--- config.mk ---
export PLATFORM = sky130hd
export DESIGN_NAME = ram_arb
export DESIGN_NICKNAME = d
export VERILOG_FILES = /design/src/rtl/ram_arb_pkg.sv /design/src/rtl/ram_arb_pick.sv /design/src/rtl/ram_arb.sv
export SDC_FILE = /design/constraint.sdc
export NUM_CORES = 1
export LEC_CHECK = 0
export CAP_MARGIN = 20
export CORE_AREA = 5 5 117 119
export DETAILED_ROUTE_END_ITERATION = 7
export DIE_AREA = 0 0 122 124
export PLACE_DENSITY = 0.85
export SYNTH_ARGS = -nofsm -noshare
export SYNTH_HDL_FRONTEND = slang
export SYNTH_SLANG_ARGS = --single-unit
--- constraint.sdc ---
create_clock -name CLK -period 3.8 [get_ports CLK]
set_input_delay 0.57 -clock CLK [delete_from_list [all_inputs] [get_ports CLK]]
set_output_delay 0.57 -clock CLK [all_outputs]
set_load 0.03 [all_outputs]
--- src/rtl/ram_arb_pkg.sv ---
// Shared definitions for the two-port RAM arbiter: word size, owner state
// encodings and the store-width encoding carried on *_storeops.
package ram_arb_pkg;

    localparam int WORDSIZE = 32;

    localparam logic [1:0] ST_IDLE = 2'd0;
    localparam logic [1:0] ST_OWN0 = 2'd1;
    localparam logic [1:0] ST_OWN1 = 2'd2;

    localparam logic [1:0] STORE_WORD = 2'd0;
    localparam logic [1:0] STORE_HALF = 2'd1;
    localparam logic [1:0] STORE_BYTE = 2'd2;

    // A burst limit of 1 still needs a one-bit counter.
    function automatic int cntWidth(input int burstMax);
        return (burstMax > 1) ? $clog2(burstMax) : 1;
    endfunction

endpackage

--- src/rtl/ram_arb_pick.sv ---
// Next-owner selection for the RAM arbiter: round-robin on ties from IDLE,
// burst-limited hold while owning, and bubble-free handover on release.
module ram_arb_pick
    import ram_arb_pkg::*;
#(
    parameter int BURST_MAX = 4,
    parameter int CW        = cntWidth(BURST_MAX)
) (
    input  logic [1:0]    i_state,
    input  logic          i_req0,
    input  logic          i_req1,
    input  logic          i_last,
    input  logic [CW-1:0] i_burstCnt,
    output logic [1:0]    o_nextState
);

    logic w_burstEnd;

    assign w_burstEnd = (i_burstCnt == CW'(BURST_MAX - 1));

    // i_last names the most recent owner, so a tie goes to the other one.
    always_comb begin
        o_nextState = ST_IDLE;
        case (i_state)
            ST_IDLE: begin
                if (i_req0 && i_req1)
                    o_nextState = i_last ? ST_OWN0 : ST_OWN1;
                else if (i_req0)
                    o_nextState = ST_OWN0;
                else if (i_req1)
                    o_nextState = ST_OWN1;
            end
            ST_OWN0: begin
                if (i_req0)
                    o_nextState = (i_req1 && w_burstEnd) ? ST_OWN1 : ST_OWN0;
                else if (i_req1)
                    o_nextState = ST_OWN1;
            end
            ST_OWN1: begin
                if (i_req1)
                    o_nextState = (i_req0 && w_burstEnd) ? ST_OWN0 : ST_OWN1;
                else if (i_req0)
                    o_nextState = ST_OWN0;
            end
            default: o_nextState = ST_IDLE;
        endcase
    end

endmodule

--- src/rtl/ram_arb.sv ---
// Two-requester arbiter for a single-ported RAM with combinational read data;
// the owner's request is passed straight to the RAM and read data is registered back.
module ram_arb
    import ram_arb_pkg::*;
#(
    parameter int BURST_MAX = 4
) (
    input  logic                CLK,
    input  logic                reset,
    input  logic                m0_req,
    input  logic                m0_we,
    input  logic [1:0]          m0_storeops,
    input  logic [WORDSIZE-1:0] m0_addr,
    input  logic [WORDSIZE-1:0] m0_wdata,
    output logic                m0_gnt,
    output logic                m0_rvalid,
    output logic [WORDSIZE-1:0] m0_rdata,
    input  logic                m1_req,
    input  logic                m1_we,
    input  logic [1:0]          m1_storeops,
    input  logic [WORDSIZE-1:0] m1_addr,
    input  logic [WORDSIZE-1:0] m1_wdata,
    output logic                m1_gnt,
    output logic                m1_rvalid,
    output logic [WORDSIZE-1:0] m1_rdata,
    output logic [WORDSIZE-1:0] ram_addr,
    output logic [WORDSIZE-1:0] ram_wdata,
    output logic                ram_memread,
    output logic                ram_memwrite,
    output logic [1:0]          ram_storeops,
    input  logic [WORDSIZE-1:0] ram_rdata
);

    localparam int CW = cntWidth(BURST_MAX);

    logic [1:0]          r_state;
    logic                r_last;
    logic [CW-1:0]       r_burstCnt;
    logic                r_rstDone;
    logic                r_rvalid0;
    logic                r_rvalid1;
    logic [WORDSIZE-1:0] r_rdata0;
    logic [WORDSIZE-1:0] r_rdata1;
    logic [1:0]          w_nextState;
    logic [1:0]          w_stepState;
    logic                w_acc0;
    logic                w_acc1;
    logic                w_ownerChange;

    ram_arb_pick #(
        .BURST_MAX(BURST_MAX),
        .CW       (CW)
    ) u_pick (
        .i_state    (r_state),
        .i_req0     (m0_req),
        .i_req1     (m1_req),
        .i_last     (r_last),
        .i_burstCnt (r_burstCnt),
        .o_nextState(w_nextState)
    );

    // Holding IDLE for the first edge after release pushes the first grant to the second edge.
    assign w_stepState   = r_rstDone ? w_nextState : r_state;
    assign w_ownerChange = (w_stepState != r_state);
    assign w_acc0        = (r_state == ST_OWN0) && m0_req;
    assign w_acc1        = (r_state == ST_OWN1) && m1_req;

    assign m0_gnt    = (r_state == ST_OWN0);
    assign m1_gnt    = (r_state == ST_OWN1);
    assign m0_rvalid = r_rvalid0;
    assign m1_rvalid = r_rvalid1;
    assign m0_rdata  = r_rdata0;
    assign m1_rdata  = r_rdata1;

    always_ff @(posedge CLK or posedge reset) begin
        if (reset) begin
            r_state    <= ST_IDLE;
            r_last     <= 1'b1;
            r_burstCnt <= '0;
            r_rstDone  <= 1'b0;
        end else begin
            r_rstDone <= 1'b1;
            r_state   <= w_stepState;
            if (w_ownerChange && (w_stepState == ST_OWN0))
                r_last <= 1'b0;
            else if (w_ownerChange && (w_stepState == ST_OWN1))
                r_last <= 1'b1;
            // Saturates so a lone owner never runs the count past the limit.
            if (w_ownerChange || (w_stepState == ST_IDLE))
                r_burstCnt <= '0;
            else if ((w_acc0 || w_acc1) && (r_burstCnt != CW'(BURST_MAX - 1)))
                r_burstCnt <= r_burstCnt + CW'(1);
        end
    end

    always_ff @(posedge CLK or posedge reset) begin
        if (reset) begin
            r_rvalid0 <= 1'b0;
            r_rvalid1 <= 1'b0;
            r_rdata0  <= '0;
            r_rdata1  <= '0;
        end else begin
            r_rvalid0 <= w_acc0 && !m0_we;
            r_rvalid1 <= w_acc1 && !m1_we;
            if (w_acc0 && !m0_we)
                r_rdata0 <= ram_rdata;
            if (w_acc1 && !m1_we)
                r_rdata1 <= ram_rdata;
        end
    end

    always_comb begin
        ram_addr     = '0;
        ram_wdata    = '0;
        ram_storeops = '0;
        ram_memread  = 1'b0;
        ram_memwrite = 1'b0;
        if (w_acc0) begin
            ram_addr     = m0_addr;
            ram_wdata    = m0_wdata;
            ram_storeops = m0_storeops;
            ram_memread  = ~m0_we;
            ram_memwrite = m0_we;
        end else if (w_acc1) begin
            ram_addr     = m1_addr;
            ram_wdata    = m1_wdata;
            ram_storeops = m1_storeops;
            ram_memread  = ~m1_we;
            ram_memwrite = m1_we;
        end
    end

endmodule
==> impl_metrics.py, run 1 <==
metrics = {
    "critical_path": {
        "crit_type": "in -> out",
        "r2r_end": "m0_rdata[19]",
        "worstReg2RegStart": "r_state[1]",
        "arrival_ns": 2.94,
        "end_kind": "primary output",
        "cp_max_fo": 21,
        "reg2reg_slack_ns": 1.60,
        "r2r_cells": 4,
        "start_kind": "input pin",
        "required_ns": 3.23,
    },
    "logic_synthesis": {
        "synth-seq-cells": 72,
        "syn_inst": 265,
        "synthArstFlopShare_pct": 100,
        "yosysMostFrequentCell": "dfrtp_1",
        "synth-edff-count": 0,
        "synth_area_leader_cell": "dfrtp_1",
        "yosysTopAreaCellShare_pct": 49.4,
        "ys.flop_type": "dfrtp_1",
        "synth_area_per_cell_sq_um": 13.6,
        "synth_seq_area_share_pct": 50.2,
        "syn-cell-area_sq_um": 3590,
        "syn-num-nets": 436,
        "synth_cell_types": 33,
        "yosys_warnings": 0,
        "synthTopCellsByArea": "dfrtp_1 49%, mux2_1 19%, a22o_1 16%",
        "yosys-top-cells-count": "71 x dfrtp_1, 67 x a22o_1, 61 x mux2_1, 15 x buf_6, 9 x buf_2",
    },
    "die": {
        "rows": 41,
        "io_pins": 306,
        "initial_utilization_pct": 28.8,
        "die-area_sq_um": 15100,
        "fp.dieH_um": 124,
        "core_area_sq_um": 12500,
        "die_w_um": 122,
    },
    "sta": {
        "min_period_over_period_pct": 92.5,
        "slew_headroom_pct": 62.6,
        "period_needed_ns": 3.51,
        "fin_tns_setup_ns": 0,
        "setup_slack_ns": 0.286,
        "hold_violations": 0,
        "maxSlewViolCount": 0,
        "rsz0062_at_grt": "no",
        "finalSetupViolCount": 0,
        "clock.fmax_mhz": 285,
        "tightest_slew_ns": 0.560,
        "clock_skew_ns": 0.00240,
    },
    "cts": {
        "htreeDepth": 3,
        "cts_tree": "done",
        "clock_path_buffers": 2,
        "cts_buffers": 9,
        "numClockSinks": 72,
        "cts_hold_buf": 0,
        "clock_latency_ns": 0.32,
        "postCtsSetupBuffers": 0,
        "path_clk_slew_ns": 0.06,
        "cts_root_buf": "clkbuf_16",
        "post_cts_resized": 0,
    },
    "power": {
        "combPwrFrac_pct": 52.1,
        "pwr-share-clk_pct": 19.4,
        "p_int_uw": 2730,
        "finalPower_uw": 4510,
        "power_switching_uw": 1780,
        "cellLeakagePower_uw": 0.00284,
        "swShare_pct": 39.4,
        "ir_drop_v": 0.000540,
        "power_frac_seq_pct": 28.5,
        "p_per_area_nw_per_um2": 641,
    },
    "routing": {
        "vias": 3601,
        "dr.pass1.iters": 4,
        "drc_errors": 0,
        "ant_nets": 0,
        "drt_wl_total_um": 16400,
        "drt-initial-drc-count": 187,
        "wl_per_cell_um": 22.0,
        "viasPerCell": 4.84,
    },
    "cells_and_area": {
        "diodes": 0,
        "multi_input_area_sq_um": 1570,
        "nets": 738,
        "synthToLayoutAreaGrowth_pct": 96.0,
        "utilization_pct": 56.5,
        "regArea_sq_um": 1800,
        "n_fill_cell": 1054,
        "drive_gt1_share_pct": 6.47,
    },
    "global_route": {
        "antenna_found_initial": 1,
        "grt_pass1_wl_um": 23300,
        "grt_pass1_vias": 3815,
        "grt_max_degree": 31,
        "grt_overflow": 0,
        "track_usage_pct": 20.3,
    },
    "flow_run": {
        "drv_cap": 0,
    },
    "status": {
        "outcome": "finished, final reports clean",
    },
    "place": {
        "detailed_place_hpwl_um": 13300,
        "numPortBuffers": 305,
        "place_ws_ns": 0.305,
        "gp_congestion": 0.883,
    },
    "worst_hold_path": {
        "holdPathStages": 1,
        "hold_path_class": "reg -> reg",
        "min_to": "m0_rdata[31]",
        "worstHoldStart": "m0_rdata[31]",
    },
}
==> worst max-delay path by stage <==
stage	from	end	cells past startpoint
2_1_floorplan	reset	m0_rdata[0]	1
3_3_place_gp	m1_req	ram_addr[26]	5
3_5_place_dp	m1_req	ram_addr[26]	5
4_1_cts	m1_req	ram_addr[26]	5
5_1_grt	m1_req	ram_addr[26]	5
6_report	m1_req	ram_addr[26]	5
==> cell usage in the layout (no fill, tap or decap), types with 2 or more instances in the layout <==
cell	Yosys	routed
clkbuf_16	0	9
nor2_4	2	2
and2_2	0	2
a22o_1	67	67
nor2b_1	4	4
o21ai_1	3	3
nand2_1	3	3
nor3_1	2	2
buf_4	0	10
mux2_2	3	3
mux2_1	61	61
clkbuf_8	0	3
a21oi_1	2	2
dfrtp_1	71	71
clkdlybuf4s50_1	0	305
==> worst max-delay path: stages <==
cell and delay [ns]:
clkdlybuf4s50_1 0.63, and2_2 0.49, buf_4 0.33, a22o_1 0.22, clkdlybuf4s50_1 0.69
==> routing by layer <==
layer  global-route usage [%]  vias to the layer above  part of all wire, %
met3                     7.86                       27                   10
met1                     24.1                     1770                   38
met4                     6.44                        2                  2.1
li1                         -                     1612                    -
met5                        0                        -                0.079
met2                     34.0                      190                   49
==> logic make-up after synthesis <==
group	Yosys count	synth area share (%)
and+or+nand+nor	19	3.93
other	1	0.104
DFF	72	50.2
buffers and inverters	26	6.16
muxes	65	20.3
AOI/OAI and AO/OA	80	18.7
xor gates and xnor gates	1	0.244
adders and majority gates	1	0.348
==> cell type report <==
| type | count | area share (%) |
|---|---|---|
| Timing Repair Buffer | 315 | 44.4 |
| Tap cell | 172 | 3.06 |
| Multi-Input combinational cell | 167 | 22.3 |
| Inverter | 2 | 0.107 |
| Sequential cell | 72 | 25.6 |
| Clock buffer | 13 | 3.84 |
| Clock inverter | 3 | 0.675 |
==> sequential cells by signal (all words and copies together), names as in the netlist <==
signal / count
m1_rvalid: 1
m0_rvalid: 1
r_state: 2
r_rstDone: 1
r_last: 1
m1_rdata: 32
r_burstCnt: 2
m0_rdata: 32
==> power groups by stage <==
| stage | logic [uW] | registers (uW) | clock network (uW) |
|---|---|---|---|
| floorplan | 586 | 1910 | 0 |
| global placement | 2330 | 1260 | 0 |
| detailed placement | 2360 | 1300 | 0 |
| CTS | 2380 | 1290 | 897 |
| global route | 2460 | 1330 | 937 |
| finish | 2350 | 1290 | 875 |
==> through the flow <==
stage	cells	hold WS (ns)	cell area (sq um)
after floorplan	265	0.477	3590
after global placement	728	0.467	6730
after detailed placement	728	0.475	6730
after CTS	744	0.488	7040
after global routing	744	0.498	7040
final	744	0.482	7040
Power figures use the tool's default switching activity.
==> run 2, diff against run 1 <==
Settings changed: ABC_AREA set to 1, CORE_AREA 5 5 117 119 to 5 5 116 118, DIE_AREA 0 0 122 124 to 0 0 121 123, PLACE_DENSITY 0.85 to 0.9.
==> impl_metrics.py, run 2 <==
metrics = {
    "status": {
        "outcome": "finished, final reports clean",
    },
    "sta": {
        "finalSetupViolCount": 0,
        "tightest_slew_ns": 0.747,
        "clock_skew_ns": 0.00980,
        "setup_slack_ns": 0.612,
        "rsz0062_at_grt": "no",
        "min_period_over_period_pct": 83.9,
        "maxSlewViolCount": 0,
        "fin_tns_setup_ns": 0,
        "hold_violations": 0,
        "period_needed_ns": 3.19,
        "slew_headroom_pct": 50.2,
        "clock.fmax_mhz": 314,
    },
    "logic_synthesis": {
        "syn-cell-area_sq_um": 3980,
        "yosysMostFrequentCell": "nand2_1",
        "synth_area_per_cell_sq_um": 7.49,
        "synth_area_leader_cell": "dfrtp_1",
        "yosys_warnings": 0,
        "synthArstFlopShare_pct": 100,
        "ys.flop_type": "dfrtp_1",
        "syn_inst": 531,
        "synth_cell_types": 26,
        "synth-edff-count": 0,
        "syn-num-nets": 702,
        "yosysTopAreaCellShare_pct": 44.7,
        "synth-seq-cells": 72,
        "synthTopCellsByArea": "dfrtp_1 45%, nand2_1 21%, nand3_1 9.3%",
        "synth_seq_area_share_pct": 45.4,
        "yosys-top-cells-count": "220 x nand2_1, 74 x nand3_1, 71 x dfrtp_1, 38 x inv_1, 30 x o21ai_2",
    },
    "routing": {
        "viasPerCell": 4.55,
        "vias": 4544,
        "drt-initial-drc-count": 336,
        "drc_errors": 0,
        "wl_per_cell_um": 15.8,
        "drt_wl_total_um": 15800,
        "dr.pass1.iters": 5,
        "ant_nets": 0,
    },
    "die": {
        "die_w_um": 121,
        "core_area_sq_um": 12400,
        "die-area_sq_um": 14900,
        "initial_utilization_pct": 32.2,
        "fp.dieH_um": 123,
        "rows": 41,
        "io_pins": 306,
    },
    "cts": {
        "cts_hold_buf": 0,
        "cts_buffers": 9,
        "clock_path_buffers": 2,
        "cts_root_buf": "clkbuf_16",
        "numClockSinks": 72,
        "path_clk_slew_ns": 0.05,
        "post_cts_resized": 0,
        "postCtsSetupBuffers": 0,
        "htreeDepth": 3,
        "cts_tree": "done",
        "clock_latency_ns": 0.32,
    },
    "cells_and_area": {
        "mostFrequentLayoutCells": "304 x clkdlybuf4s50_1, 220 x nand2_1, 74 x nand3_1",
        "layout_commonest_cell": "clkdlybuf4s50_1",
        "utilization_pct": 59.9,
        "synthToLayoutAreaGrowth_pct": 86.2,
        "nets": 991,
        "drive_gt1_share_pct": 8.24,
        "fin_area_sq_um": 7400,
    },
    "place": {
        "place_ws_ns": 0.625,
        "dpl_cell_area_sq_um": 7110,
        "numPortBuffers": 305,
        "detailed_place_hpwl_um": 12800,
        "gp_congestion": 0.896,
    },
    "critical_path": {
        "cp_max_fo": 15,
        "worstPathCellList": "clkdlybuf4s50_1 > nand2_2 > inv_2 > buf_4 > nand2_1 > nand2_1 > clkdlybuf4s50_1",
        "end_kind": "primary output",
        "arrival_ns": 2.62,
        "cp_slowest_cell": "clkdlybuf4s50_1",
        "start_kind": "input pin",
        "required_ns": 3.23,
        "crit_type": "in -> out",
        "slowest_delay_ns": 0.68,
    },
    "global_route": {
        "grt_overflow": 0,
        "grt_pass1_vias": 4337,
        "grt_pass1_wl_um": 22800,
        "antenna_found_initial": 1,
        "track_usage_pct": 19.8,
        "grt_max_degree": 65,
    },
    "power": {
        "cellLeakagePower_uw": 0.00345,
        "ir_drop_v": 0.000243,
        "p_per_area_nw_per_um2": 706,
        "finalPower_uw": 5230,
    },
    "worst_hold_path": {
        "hold_path_class": "reg -> reg",
    },
    "flow_run": {
        "drv_cap": 0,
    },
}
-- run 2: changes by cell type after synthesis, sizes merged, moves of 2 or more --
cell,delta
nand3,+73
and2,-3
clkbuf,+12
nor2b,-4
a21oi,-3
nor2,+7
nand3b,-2
mux2,-64
a22o,-67
inv,+41
nand4,+2
o21ai,+61
nand2,+219
-- run 2: metrics by stage --
stage / hold WS, ns / std cells
after global placement: 0.463 / 981
after CTS: 0.481 / 997
after floorplan: 0.530 / 531
after global routing: 0.502 / 998
after detailed placement: 0.468 / 981
final: 0.480 / 998
-- run 2: worst paths after layout --
check | startpoint | to | slack [ns] | cells past startpoint
max | m0_req | ram_wdata[4] | 0.61 | 7
min | m1_rdata[9] | m1_rdata[9] | 0.48 | 2
max reg2reg | r_state[1] | m1_rdata[21] | 1.71 | 8
min reg2reg | m1_rdata[9] | m1_rdata[9] | 0.48 | 2
max in group asynchronous | reset | m1_rdata[26] | 2.51 | 3
min in group asynchronous | reset | m1_rdata[21] | 0.57 | 2
-- run 2: routing by layer --
metal	vias to the layer above	global-route usage, %	wire, um
met2	201	31.9	7670
li1	2259	-	-
met3	20	5.44	1480
met5	-	0	0
met4	0	6.30	363
met1	2064	26.0	6300
-- run 2: cell families (layout without fill, tap and decap cells) --
kind of cell	count (synthesis)	in the layout	share of synthesized area [%]
xor gates and xnor gates	1	1	0.220
DFF	72	72	45.4
buffers and inverters	79	373	9.98
adders and majority gates	1	1	0.315
and+or+nand+nor	311	311	32.8
AOI/OAI and AO/OA	66	66	11.3
other	1	2	0.0943
-- run 2: worst max-delay path, delay by kind of cell --
kind                   cells  cell delay [ns]
and+or+nand+nor            3             0.28
buffers and inverters      4             1.77
-- run 2: cell type report --
cell class / instances / area [sq um]
fill: 1068 / 4960
timing repair buffer: 314 / 3150
sequential: 72 / 1800
multi-input combinational: 380 / 1780
clock buffer: 11 / 233
tap: 172 / 215
inverter: 43 / 161
clock inverter: 5 / 56.3
antenna: 1 / 2.50
-- run 2: power by group --
part	internal [uW]	switching, uW
registers	1120	196
logic	1280	1830
clock network	508	298
==> run 3, diff against run 2 <==
Settings changed: CORE_AREA 5 5 116 118 to unset, CORE_MARGIN set to 5, CORE_UTILIZATION set to 34, DIE_AREA 0 0 121 123 to unset, PLACE_DENSITY 0.9 to 0.92.
Clock period 3.8 ns to 3 ns, I/O delays scaled along.
==> impl_metrics.py, run 3 (synthesis results as in run 2) <==
metrics = {
    "status": {
        "outcome": "finished, final reports clean",
    },
    "die": {
        "die_w_um": 118,
        "io_pins": 306,
        "die-area_sq_um": 14000,
        "fp.dieH_um": 118,
        "core_area_sq_um": 11400,
        "initial_utilization_pct": 34.8,
        "rows": 39,
    },
    "cts": {
        "postCtsSetupBuffers": 0,
        "cts_tree": "done",
        "post_cts_resized": 0,
        "htreeDepth": 3,
        "cts_buffers": 9,
        "numClockSinks": 72,
        "cts_root_buf": "clkbuf_16",
        "cts_hold_buf": 0,
        "path_clk_slew_ns": 0.06,
        "clock_latency_ns": 0.32,
        "clock_path_buffers": 2,
    },
    "sta": {
        "clock.fmax_mhz": 392,
        "clock_skew_ns": 0.00900,
        "finalSetupViolCount": 0,
        "maxSlewViolCount": 0,
        "hold_violations": 0,
        "min_period_over_period_pct": 85.1,
        "period_needed_ns": 2.55,
        "rsz0062_at_grt": "no",
        "fin_tns_setup_ns": 0,
        "tightest_slew_ns": 0.589,
        "slew_headroom_pct": 60.7,
    },
    "routing": {
        "vias": 4532,
        "drt-initial-drc-count": 343,
        "viasPerCell": 4.69,
        "dr.pass1.iters": 5,
        "wl_per_cell_um": 16.4,
        "ant_nets": 0,
        "drt_wl_total_um": 15900,
        "drc_errors": 0,
    },
    "critical_path": {
        "worstReg2RegStart": "r_state[1]",
        "cp_slowest_cell": "dfrtp_1",
        "r2r_end": "m1_rdata[17]",
        "cp_num_buf_inv": 3,
        "crit_type": "reg -> out",
        "reg2reg_slack_ns": 1.05,
        "required_ns": 2.55,
        "cp_max_fo": 53,
        "start_kind": "register",
        "critical_path.top_delay_family": "simple AND/OR/NAND/NOR gates",
        "r2r_cells": 8,
        "slowest_delay_ns": 0.51,
        "endpoint": "ram_wdata[4]",
        "crit_path_start": "r_state[1]",
        "cp_num_cells": 6,
        "arrival_ns": 2.10,
        "worst_path_most_repeated_cell": "buf_12",
        "end_kind": "primary output",
        "worstPathCellList": "inv_2 > nor2_4 > buf_12 > nand3_1 > nand2_1 > buf_12",
    },
    "global_route": {
        "busiest_layer": "met2",
        "grt_pass1_wl_um": 24000,
        "use_met3_pct": 5.91,
        "grt_max_degree": 68,
        "antenna_found_initial": 0,
        "track_usage_pct": 21.6,
        "grtUsageMet1_pct": 27.2,
        "grt_pass1_vias": 4353,
        "grt_overflow": 0,
        "grt_use_met2_pct": 36.7,
    },
    "power": {
        "cellLeakagePower_uw": 0.00362,
        "combPwrFrac_pct": 58.9,
        "ir_drop_v": 0.000705,
        "p_per_area_nw_per_um2": 907,
        "finalPower_uw": 6650,
        "power_switching_uw": 2970,
        "swShare_pct": 44.6,
        "power_frac_seq_pct": 25.1,
        "p_int_uw": 3690,
        "pwr-share-clk_pct": 16.0,
    },
    "worst_hold_path": {
        "hold_path_class": "reg -> reg",
        "worstHoldStart": "m0_rdata[25]",
    },
    "cells_and_area": {
        "layout_commonest_cell": "clkdlybuf4s50_1",
        "fin_area_sq_um": 7340,
        "diodes": 0,
        "drive_gt1_share_pct": 16.6,
        "nets": 990,
        "mostFrequentLayoutCells": "236 x clkdlybuf4s50_1, 220 x nand2_1, 74 x nand3_1",
        "synthToLayoutAreaGrowth_pct": 84.6,
        "n_fill_cell": 943,
    },
    "place": {
        "numPortBuffers": 305,
        "dpl_cell_area_sq_um": 7030,
        "gp_congestion": 0.996,
        "detailed_place_hpwl_um": 12800,
    },
    "flow_run": {
        "drv_cap": 0,
    },
}
[run 3: worst min-delay path by stage]
| stage | endpoint | slack (ns) | cells after the start |
|---|---|---|---|
| after floorplan | m0_rvalid | 0.52 | 1 |
| after global placement | m1_rdata[15] | 0.46 | 2 |
| after detailed placement | m1_rdata[30] | 0.47 | 2 |
| after CTS | m1_rdata[30] | 0.48 | 2 |
| after global routing | m0_rdata[24] | 0.49 | 2 |
| final | m0_rdata[25] | 0.48 | 2 |
[run 3: area by class of cell]
type / count / area, sq um / area share, %
inverter: 43 / 161 / 2.20
tap: 143 / 179 / 2.44
clock buffer: 10 / 239 / 3.26
timing repair buffer: 313 / 3110 / 42.4
clock inverter: 6 / 67.6 / 0.921
sequential: 72 / 1800 / 24.6
multi-input combinational: 380 / 1780 / 24.2
[run 3: per-stage QoR]
| step | hold slack, ns | setup WS (ns) | instances | utilization, % |
|---|---|---|---|---|
| after global routing | 0.492 | 0.319 | 967 | 64.3 |
| final | 0.480 | 0.448 | 967 | 64.3 |
| after CTS | 0.481 | 0.460 | 967 | 64.3 |
| after global placement | 0.462 | 0.729 | 951 | 61.6 |
| after floorplan | 0.515 | 0.727 | 531 | - |
| after detailed placement | 0.467 | 0.701 | 951 | 61.6 |
[run 3: layer usage]
layer	vias to the layer above	part of all wire (%)
met4	0	1.8
met3	24	8.0
li1	2256	-
met1	2059	40
met5	-	0
met2	193	50
[run 3: power groups by stage]
stage	registers [uW]	clock network (uW)	logic, uW
after global routing	1720	1140	4160
final	1670	1070	3920
after detailed placement	1680	0	3940
after floorplan	2490	0	1390
after CTS	1670	1090	3960
after global placement	1660	0	3890
[run 3: tightest hold or removal path, delay by kind of cell, from the launching register on]
kind,cells,cell delay (ns)
flip-flops,1,0.34
AND/OR/NAND/NOR,1,0.06
AO/OA/AOI/OAI,1,0.05
